--- src/rtl/spi_master_multi.sv ---
// Parametrised SPI master: configurable frame width, multiple active-low selects,
// LSB/MSB-first ordering, selectable SPI mode, select hold across frames, and abort.
module spi_master_multi #(
  parameter int DATA_W = 8,
  parameter int NUM_SS = 4,
  parameter int DIV_W  = 4,
  parameter int SEL_W  = (NUM_SS > 1) ? $clog2(NUM_SS) : 1
) (
  input  logic              i_clk,
  input  logic              i_reset,
  input  logic              i_start,
  input  logic              i_cpol,
  input  logic              i_cpha,
  input  logic              i_lsb_first,
  input  logic              i_hold_ss,
  input  logic              i_abort,
  input  logic [DIV_W-1:0]  i_clk_div,
  input  logic [SEL_W-1:0]  i_ss_sel,
  input  logic [DATA_W-1:0] i_tx_data,
  output logic [DATA_W-1:0] o_rx_data,
  output logic              o_rx_valid,
  output logic              o_busy,
  output logic              o_sclk,
  output logic              o_mosi,
  input  logic              i_miso,
  output logic [NUM_SS-1:0] o_ss_n
);

  localparam int EDGES  = 2 * DATA_W;
  localparam int EDGE_W = $clog2(EDGES);
  localparam logic [EDGE_W-1:0] LAST_EDGE = EDGE_W'(EDGES - 1);

  typedef enum logic [2:0] {
    S_IDLE,
    S_SWITCH,
    S_SETUP,
    S_XFER,
    S_HOLD,
    S_HELD
  } state_t;

  state_t r_state;
  state_t w_state_nxt;

  logic              r_cpol;
  logic              r_cpha;
  logic              r_lsb;
  logic              r_hold;
  logic [DIV_W-1:0]  r_div;
  logic [SEL_W-1:0]  r_sel;
  logic [DIV_W-1:0]  r_cnt;
  logic [EDGE_W-1:0] r_edge;
  logic [DATA_W-1:0] r_tx_sh;
  logic [DATA_W-1:0] r_rx_sh;
  logic [DATA_W-1:0] r_rx_data;
  logic              r_rx_valid;
  logic              r_busy;
  logic              r_sclk;
  logic              r_mosi;
  logic [NUM_SS-1:0] r_ss_n;

  logic w_abort;
  logic w_accept;
  logic w_half_done;
  logic w_last_edge;
  logic w_odd_edge;
  logic w_sample;
  logic w_shift;
  logic w_same_sel;

  // Out-of-range indices deselect every slave but still let the frame run.
  function automatic logic [NUM_SS-1:0] f_decode(input logic [SEL_W-1:0] sel);
    logic [NUM_SS-1:0] v;
    v = '1;
    for (int i = 0; i < NUM_SS; i++)
      if (sel == SEL_W'(i)) v[i] = 1'b0;
    return v;
  endfunction

  // NOTE: every always_comb output gets a default first so no path can infer a latch.
  always_comb begin
    w_abort     = i_abort && (r_state != S_IDLE);
    w_accept    = i_start && !w_abort && (r_state == S_IDLE || r_state == S_HELD);
    w_half_done = (r_cnt == r_div);
    w_last_edge = (r_edge == LAST_EDGE);
    w_odd_edge  = ~r_edge[0];
    w_sample    = r_cpha ? ~w_odd_edge : w_odd_edge;
    w_shift     = r_cpha ? (w_odd_edge && (r_edge != '0)) : (~w_odd_edge && !w_last_edge);
    w_same_sel  = (i_ss_sel == r_sel);
    w_state_nxt = r_state;
    if (w_abort) begin
      w_state_nxt = S_IDLE;
    end else begin
      case (r_state)
        S_IDLE:   if (i_start) w_state_nxt = S_SETUP;
        S_HELD:   if (i_start) w_state_nxt = w_same_sel ? S_XFER : S_SWITCH;
        S_SWITCH: w_state_nxt = S_SETUP;
        S_SETUP:  if (w_half_done) w_state_nxt = S_XFER;
        S_XFER:   if (w_half_done && w_last_edge) w_state_nxt = S_HOLD;
        S_HOLD:   if (w_half_done) w_state_nxt = r_hold ? S_HELD : S_IDLE;
        default:  w_state_nxt = S_IDLE;
      endcase
    end
  end

  // NOTE: sequential state uses non-blocking assignments so every register samples pre-edge values.
  always_ff @(posedge i_clk) begin
    if (!i_reset) r_state <= S_IDLE;
    else          r_state <= w_state_nxt;
  end

  always_ff @(posedge i_clk) begin
    if (!i_reset) begin
      r_cpol     <= 1'b0;
      r_cpha     <= 1'b0;
      r_lsb      <= 1'b0;
      r_hold     <= 1'b0;
      r_div      <= '0;
      r_sel      <= '0;
      r_cnt      <= '0;
      r_edge     <= '0;
      r_tx_sh    <= '0;
      r_rx_sh    <= '0;
      r_rx_data  <= '0;
      r_rx_valid <= 1'b0;
      r_busy     <= 1'b0;
      r_sclk     <= 1'b0;
      r_mosi     <= 1'b0;
      r_ss_n     <= '1;
    end else begin
      r_rx_valid <= 1'b0;
      if (w_abort) begin
        r_ss_n <= '1;
        r_sclk <= r_cpol;
        r_busy <= 1'b0;
        r_cnt  <= '0;
        r_edge <= '0;
      end else if (w_accept) begin
        r_cpol  <= i_cpol;
        r_cpha  <= i_cpha;
        r_lsb   <= i_lsb_first;
        r_hold  <= i_hold_ss;
        r_div   <= i_clk_div;
        r_sel   <= i_ss_sel;
        r_tx_sh <= i_tx_data;
        r_rx_sh <= '0;
        r_mosi  <= i_lsb_first ? i_tx_data[0] : i_tx_data[DATA_W-1];
        r_sclk  <= i_cpol;
        r_busy  <= 1'b1;
        r_cnt   <= '0;
        r_edge  <= '0;
        // Switching slaves from a held select inserts one fully deselected cycle.
        r_ss_n  <= (r_state == S_HELD && !w_same_sel) ? '1 : f_decode(i_ss_sel);
      end else begin
        case (r_state)
          S_IDLE:   r_sclk <= i_cpol;
          S_SWITCH: r_ss_n <= f_decode(r_sel);
          S_SETUP:  r_cnt  <= w_half_done ? '0 : r_cnt + 1'b1;
          S_HOLD: begin
            r_cnt <= w_half_done ? '0 : r_cnt + 1'b1;
            if (w_half_done) begin
              r_rx_data  <= r_rx_sh;
              r_rx_valid <= 1'b1;
              r_busy     <= 1'b0;
              if (!r_hold) r_ss_n <= '1;
            end
          end
          S_XFER: begin
            if (w_half_done) begin
              r_cnt  <= '0;
              r_sclk <= ~r_sclk;
              r_edge <= w_last_edge ? '0 : r_edge + 1'b1;
              if (w_sample)
                r_rx_sh <= r_lsb ? {i_miso, r_rx_sh[DATA_W-1:1]} : {r_rx_sh[DATA_W-2:0], i_miso};
              if (w_shift) begin
                r_tx_sh <= r_lsb ? (r_tx_sh >> 1) : (r_tx_sh << 1);
                r_mosi  <= r_lsb ? r_tx_sh[1] : r_tx_sh[DATA_W-2];
              end
            end else begin
              r_cnt <= r_cnt + 1'b1;
            end
          end
          default: ;
        endcase
      end
    end
  end

  assign o_rx_data  = r_rx_data;
  assign o_rx_valid = r_rx_valid;
  assign o_busy     = r_busy;
  assign o_sclk     = r_sclk;
  assign o_mosi     = r_mosi;
  assign o_ss_n     = r_ss_n;

endmodule
--- config.mk ---
export PLATFORM = sky130hd
export DESIGN_NAME = spi_master_multi
export DESIGN_NICKNAME = d
export VERILOG_FILES = /design/src/rtl/spi_master_multi.sv
export SDC_FILE = /design/constraint.sdc
export NUM_CORES = 1
export LEC_CHECK = 0
export CORE_UTILIZATION = 30
export DETAILED_ROUTE_END_ITERATION = 10
export PLACE_DENSITY = 0.54
export REMOVE_ABC_BUFFERS = 1
export SLEW_MARGIN = 40
export SYNTH_ARGS = -nofsm -noshare
export SYNTH_HDL_FRONTEND = slang
export SYNTH_SLANG_ARGS = --single-unit
--- constraint.sdc ---
create_clock -name i_clk -period 1.87 [get_ports i_clk]
set_input_delay 0.2805 -clock i_clk [delete_from_list [all_inputs] [get_ports i_clk]]
set_output_delay 0.2805 -clock i_clk [all_outputs]
set_load 0.01 [all_outputs]
==> results of run 1 <==
per-layer routing:
layer / wire (microns) / vias to the layer above / track usage
li1: - / 1272 / -
met1: 3000 / 1123 / 0.178
met2: 3020 / 46 / 0.237
met3: 241 / 7 / 0.0236
met4: 76 / 0 / 0.0408
met5: 0 / - / 0
flip-flops by register name, summed over array words and instances (netlist names), 2 cells and up:
register,count
o_rx_data,8
r_rx_sh,8
r_tx_sh,8
o_ss_n,4
r_cnt,4
r_div,4
r_edge,4
r_state,3
r_sel,2
layout make-up:
| class | instances | area [sq um] |
|---|---|---|
| Clock inverter | 2 | 13.8 |
| Clock buffer | 6 | 72.6 |
| Timing Repair Buffer | 73 | 668 |
| Tap cell | 108 | 135 |
| Inverter | 5 | 18.8 |
| Multi-Input combinational cell | 243 | 1590 |
| Fill cell | 871 | 5250 |
| Sequential cell | 53 | 1060 |
cells by family after synthesis:
family	count (synthesis)
AND/OR/NAND/NOR	120
buffers and inverters	26
adder cells (fa/ha/maj)	3
multiplexers	27
XOR/XNOR	11
flip-flops	53
AO/OA/AOI/OAI	82
Yosys cell counts, drive strengths merged (3+ instances only):
cell and number:
a21boi 10, a21oi 13, a31oi 6, and2 4, buf 7, clkbuf 14
dfxtp 53, ha 3, inv 5, mux2 8, mux2i 19, nand2 35
nand2b 8, nand3 29, nand3b 3, nor2 14, nor2b 13, nor4 4
o211ai 6, o21ai 26, o31ai 3, xnor2 5, xor2 6
metrics by stage:
stage / instance area, sq um / instances / TNS (ns) / hold slack (ns)
6_report: 3560 / 490 / 0 / 0.471
3_5_place_dp: 3470 / 482 / -2.44 / 0.462
3_3_place_gp: 3470 / 482 / -1.79 / 0.465
5_1_grt: 3560 / 490 / 0 / 0.510
2_1_floorplan: 2660 / 301 / -13.35 / 0.409
4_1_cts: 3560 / 490 / 0 / 0.476
critical path, stage by stage, from the launching register on:
cell      delay, ns
dfxtp_1        0.35
xor2_1         0.19
nor4_4         0.31
buf_12         0.18
o21ai_0        0.15
a211o_1        0.30
o2111a_1       0.13
worst max path at each step:
stage                from           end  slack [ns]
2_1_floorplan  r_state[0]     o_ss_n[3]       -0.66
3_3_place_gp      i_start      r_cnt[3]       -0.14
3_5_place_dp      i_abort        o_mosi       -0.16
4_1_cts        r_state[2]  o_rx_data[7]        0.13
5_1_grt         r_edge[0]    r_tx_sh[5]        0.02
6_report         r_cnt[2]    r_state[1]        0.14
power groups by stage:
stage / Sequential [uW] / Clock [uW] / Combinational (uW)
finish: 1540 / 657 / 2130
global route: 1580 / 744 / 2340
CTS: 1540 / 692 / 2130
detailed placement: 1570 / 0 / 2120
global placement: 1570 / 0 / 2120
floorplan: 1600 / 0 / 1110
==> summary.md, run 1 <==
| Metric | Value |
|---|---|
| Antenna-violating nets left | 0 |
| Outcome | finished, violations left |
| Max FO, Critical Path | 15 |
| # port buffers | 38 |
| Internal Power | around 2600 uW |
| Compound-Gate Fraction of Synth Area | 0.194 |
| CTS tree | yes |
| Drt pass-1 iters | 7 |
| Setup CP Type | reg -> reg |
| Cts bufs inserted | 5 |
| IO Pins | 39 |
| Hold Buf Count CTS | 0 |
| Number of global-route vias before repair | ~2300 |
| Fmax | ~580 MHz |
| Mux share of post-synthesis cell area | 0.102 |
| FFs w/ async S/R, synth | 0 |
| Adder-cell share of the synthesized area | 0.0136 |
| Most common cell after layout, fill and taps aside | dfxtp_1 |
| Total track usage | 0.139 |
| CTS H-tree lvls | 2 |
| Crit path launch type | register |
| CTS Root Cell | clkbuf_8 |
| Die width | 97.9 microns |
| Period utilization | 0.923 |
| Clock skew | 0.00408 ns |
| Pwr dens | approximately 1200 nW/um^2 |
| Post_cts resized | 0 |
| Ant diodes | 0 |
| Final setup vio count | 0 |
| Overall power | roughly 4300 uW |
| Worst R2R Path Depth | 6 |
| Ranking of synthesized cells by area | dfxtp_1 38%, mux2i_1 6.9%, nand3_1 5.1% |
| Post-synthesis sequential area ratio | 0.385 |
| Worst-Skew Late Latency | 0.31 ns |
| Hold path depth | 2 |
| Synth Area per Inst | between 8 and 9 sq um |
| DP Worst Slack | -0.158 ns |
| Worst Slack Setup Final | between 0.1 and 0.15 ns |
| Endpoint, Worst Hold | r_cpol |
| Area of the mapped netlist | 2760 sq um |
| Die area | between 9000 and 10000 sq um |
| Maximum root-to-sink buffer count | 2 |
| Die Y | about 98 microns |
| RSZ-0062 raised after global routing | no |
| Power share of the sequential group | 0.357 |
| Hold Startpoint | r_cpol |
| Sw frac | 0.390 |
| Failing checks | DRC |
| DR iter-0 viols | 100 |
| Post-Syn Instances | 322 |
| Post-synthesis simple-gate area fraction | 0.230 |
| Xor/xnor cell area share of the yosys netlist | 0.0350 |
| Initial antenna violation count | 0 |
| Reg2reg end | r_state[1] |
| Most used DFF post-synth | dfxtp_1 |
| Worst Setup End Kind | register |
| Worst path required time | roughly 2.1 ns |
| Clk sinks | 53 |
| Post-synth EDFFs | 0 |
| WL final | 6.34 mm |
| Fin. Hold Viols | 0 |
| Biggest area consumer among synthesized cells | dfxtp_1 |
| Vias | around 2400 |
| Max transition margin | 0.772 |
| Synth Warn # | 0 |
| GPL Wtd Cong | 0.829 |
| Fin nets | 407 |
| R2r startpoint | r_cnt[2] |
| Maximum number of pins on one net before global-route repair | 27 |
| DPL Wire Length | 4.81 mm |
| Clock period minus final worst setup slack | 1.73 ns |
| Initial core utilization | 0.313 |
| Main combinational cell family by area after synthesis | simple AND/OR/NAND/NOR gates |
| Unique cell type count in the Yosys netlist | 54 |
| Slew at the pin closest to its max-slew limit | ~0.34 ns |
| Top-area cell type share of the netlist area | 0.385 |
| Total gr overflow | 0 |
| Drt wl/cell | approximately 13 microns |
| Final core occ | 0.404 |
| Min-Delay Path Class | reg -> reg |
| Clock share of power | 0.152 |
| Layout area overhead | 29.1% |
| Core Area | approximately 8800 sq um |
| Pleak | ~0.0014 uW |
| Seq cells post-synth | 53 |
| Peak supply drop | roughly 0.45 mV |
| Via density | between 4 and 5 |
| Setup Fix Bufs, Post-CTS | 0 |
| Most frequent cells in the layout | 52 x dfxtp_1, 38 x clkdlybuf4s50_1, 35 x nand2_1 |
| First-pass GRT wire length | 11.0 mm |
| Critical path arrival | 1.93 ns |
| Max-Cap Viols | 0 |
| Comb pwr share | 0.492 |
| Pins Over Slew Limit | 0 |
| Clk slew on worst S/H paths | 0.10 ns |
| Fraction of layout cells with a size suffix above 1 | 0.157 |
| FP Rows | 34 |
| Net load switching power | about 1700 uW |
| Setup slack, reg-to-reg | around 0.14 ns |
| Remaining DRCs | 4 |
No activity file was read; power rests on OpenSTA's default activity.
==> run 2: changes to the inputs <==
--- a/config.mk
+++ b/config.mk
@@ -5,9 +5,10 @@
 export SDC_FILE = /design/constraint.sdc
 export NUM_CORES = 1
 export LEC_CHECK = 0
-export CORE_UTILIZATION = 30
+export CORE_UTILIZATION = 35
 export DETAILED_ROUTE_END_ITERATION = 10
-export PLACE_DENSITY = 0.54
+export HOLD_SLACK_MARGIN = 0.06
+export PLACE_DENSITY = 0.6
 export REMOVE_ABC_BUFFERS = 1
 export SLEW_MARGIN = 40
 export SYNTH_ARGS = -nofsm -noshare
==> summary.md, run 2 (synthesis results as in run 1) <==
| Metric | Value |
|---|---|
| Peak supply drop | approximately 0.47 mV |
| Worst-Skew Late Latency | just over 0.3 ns |
| Overall power | between 4000 and 5000 uW |
| CTS Root Cell | clkbuf_8 |
| GPL Wtd Cong | roughly 0.84 |
| Ant diodes | 0 |
| Min-Delay Path Class | reg -> reg |
| Cts bufs inserted | 5 |
| Fmax | 562 MHz |
| Setup TNS | 0 ns |
| Final core occ | 0.478 |
| Fin nets | around 400 |
| Slew at the pin closest to its max-slew limit | between 0.4 and 0.5 ns |
| CP bufs+invs | 2 |
| Drt pass-1 iters | 4 |
| Max-Cap Viols | 0 |
| Maximum number of pins on one net before global-route repair | 31 |
| Critical path arrival | roughly 2 ns |
| Worst Setup End Kind | register |
| DPL Wire Length | 4.63 mm |
| First-pass GRT wire length | ~11 mm |
| Period utilization | 0.951 |
| Pins Over Slew Limit | 0 |
| FP Rows | 31 |
| Via density | ~5 |
| Most common cell after layout, fill and taps aside | dfxtp_1 |
| WHS | about 0.47 ns |
| Clk sinks | 53 |
| Clk slew on worst S/H paths | approximately 0.1 ns |
| Fin. Hold Viols | 0 |
| Most frequent cells in the layout | 50 x dfxtp_1, 38 x clkdlybuf4s50_1, 35 x nand2_1 |
| Clock skew | around 0.0067 ns |
| Layout area overhead | 29.2% |
| Setup Fix Bufs, Post-CTS | 0 |
| Remaining DRCs | 0 |
| Hold Buf Count CTS | 0 |
| Max transition margin | 0.702 |
| CTS tree | yes |
| Crit-path leading delay family | simple AND/OR/NAND/NOR gates |
| Pleak | 0.00137 uW |
| Total track usage | 0.160 |
| Setup CP Type | reg -> reg |
| Critical-path cell list | xor2_2, nor4_4, buf_6, buf_6, and2_4, a41oi_1, a311oi_1 |
| Die Y | 90.7 microns |
| DR iter-0 viols | approximately 100 |
| Max FO, Critical Path | 10 |
| Total gr overflow | 0 |
| Fraction of layout cells with a size suffix above 1 | 0.168 |
| Pwr dens | ~1200 nW/um^2 |
| Max incr delay on CP | 0.36 ns |
| Crit path launch type | register |
| RSZ-0062 raised after global routing | yes |
| Die width | roughly 90 microns |
| Initial core utilization | 0.370 |
| Die area | 8230 sq um |
| Clock period minus final worst setup slack | between 1.5 and 2 ns |
| Cell mode on critical path | buf_6 |
| Drt wl/cell | 13.5 microns |
| Outcome | finished, final reports clean |
| Core Area | between 7000 and 8000 sq um |
| Worst path required time | between 2 and 2.5 ns |
| Number of global-route vias before repair | approximately 2200 |
| Initial antenna violation count | 0 |
| Slowest cell on the critical path | dfxtp_2 |
| Placed cells | 467 |
| # port buffers | 38 |
| Post-Layout Cell Count | roughly 480 |
| WL final | approximately 6.4 mm |
| Vias | approximately 2400 |
| Antenna-violating nets left | 0 |
| Maximum root-to-sink buffer count | 2 |
| Final setup vio count | 0 |
| IO Pins | 39 |
| CTS H-tree lvls | 2 |
## run 2: path summary, 6_finish.rpt
| path | start | endpoint | slack, ns | cells after the start |
|---|---|---|---|---|
| max | r_cnt[2] | r_edge[3] | 0.09 | 7 |
| max reg2reg | r_cnt[2] | r_edge[3] | 0.09 | 7 |
| min | r_cpol | r_cpol | 0.47 | 2 |
| min reg2reg | r_cpol | r_cpol | 0.47 | 2 |
## run 2: final cells by class
type	count	area (sq um)
clock buffers	6	72.6
clock inverters	2	13.8
fillers	754	3880
inverters	5	18.8
multi-input cells	243	1640
flip-flops and latches	53	1060
well taps	99	124
repair buffers	67	631
## run 2: stage by stage
| step | worst slack, ns | area, sq um |
|---|---|---|
| 2_1_floorplan | -0.661 | 2660 |
| 3_3_place_gp | -0.124 | 3410 |
| 3_5_place_dp | -0.122 | 3410 |
| 4_1_cts | -0.0000944 | 3500 |
| 5_1_grt | -0.0116 | 3560 |
| 6_report | 0.0920 | 3560 |
## run 2: repair_timing
| action | 4_1_cts | 5_1_grt |
|---|---|---|
| resized for setup | 0 | 15 |
| setup endpoints to repair | 1 | 28 |
| pin swaps | 0 | 0 |
## run 2: worst min-delay path, delay by kind of cell (launching register included)
kind / cells / cell delay [ns]
flops: 1 / 0.32
compound gates: 1 / 0.06
simple gates: 1 / 0.05
## run 2: report_power, final
group / switching, uW / leakage, uW / internal [uW]
clock: 390 / 0.0000456 / 268
combinational: 1120 / 0.000896 / 1020
sequential: 217 / 0.000433 / 1340
## run 2: layer usage
| metal | up-vias | GRT usage | share of wire |
|---|---|---|---|
| li1 | 1260 | - | - |
| met1 | 1137 | 0.225 | 0.49 |
| met2 | 42 | 0.251 | 0.47 |
| met3 | 4 | 0.0253 | 0.035 |
| met4 | 0 | 0.0484 | 0.0091 |
| met5 | - | 0 | 0 |
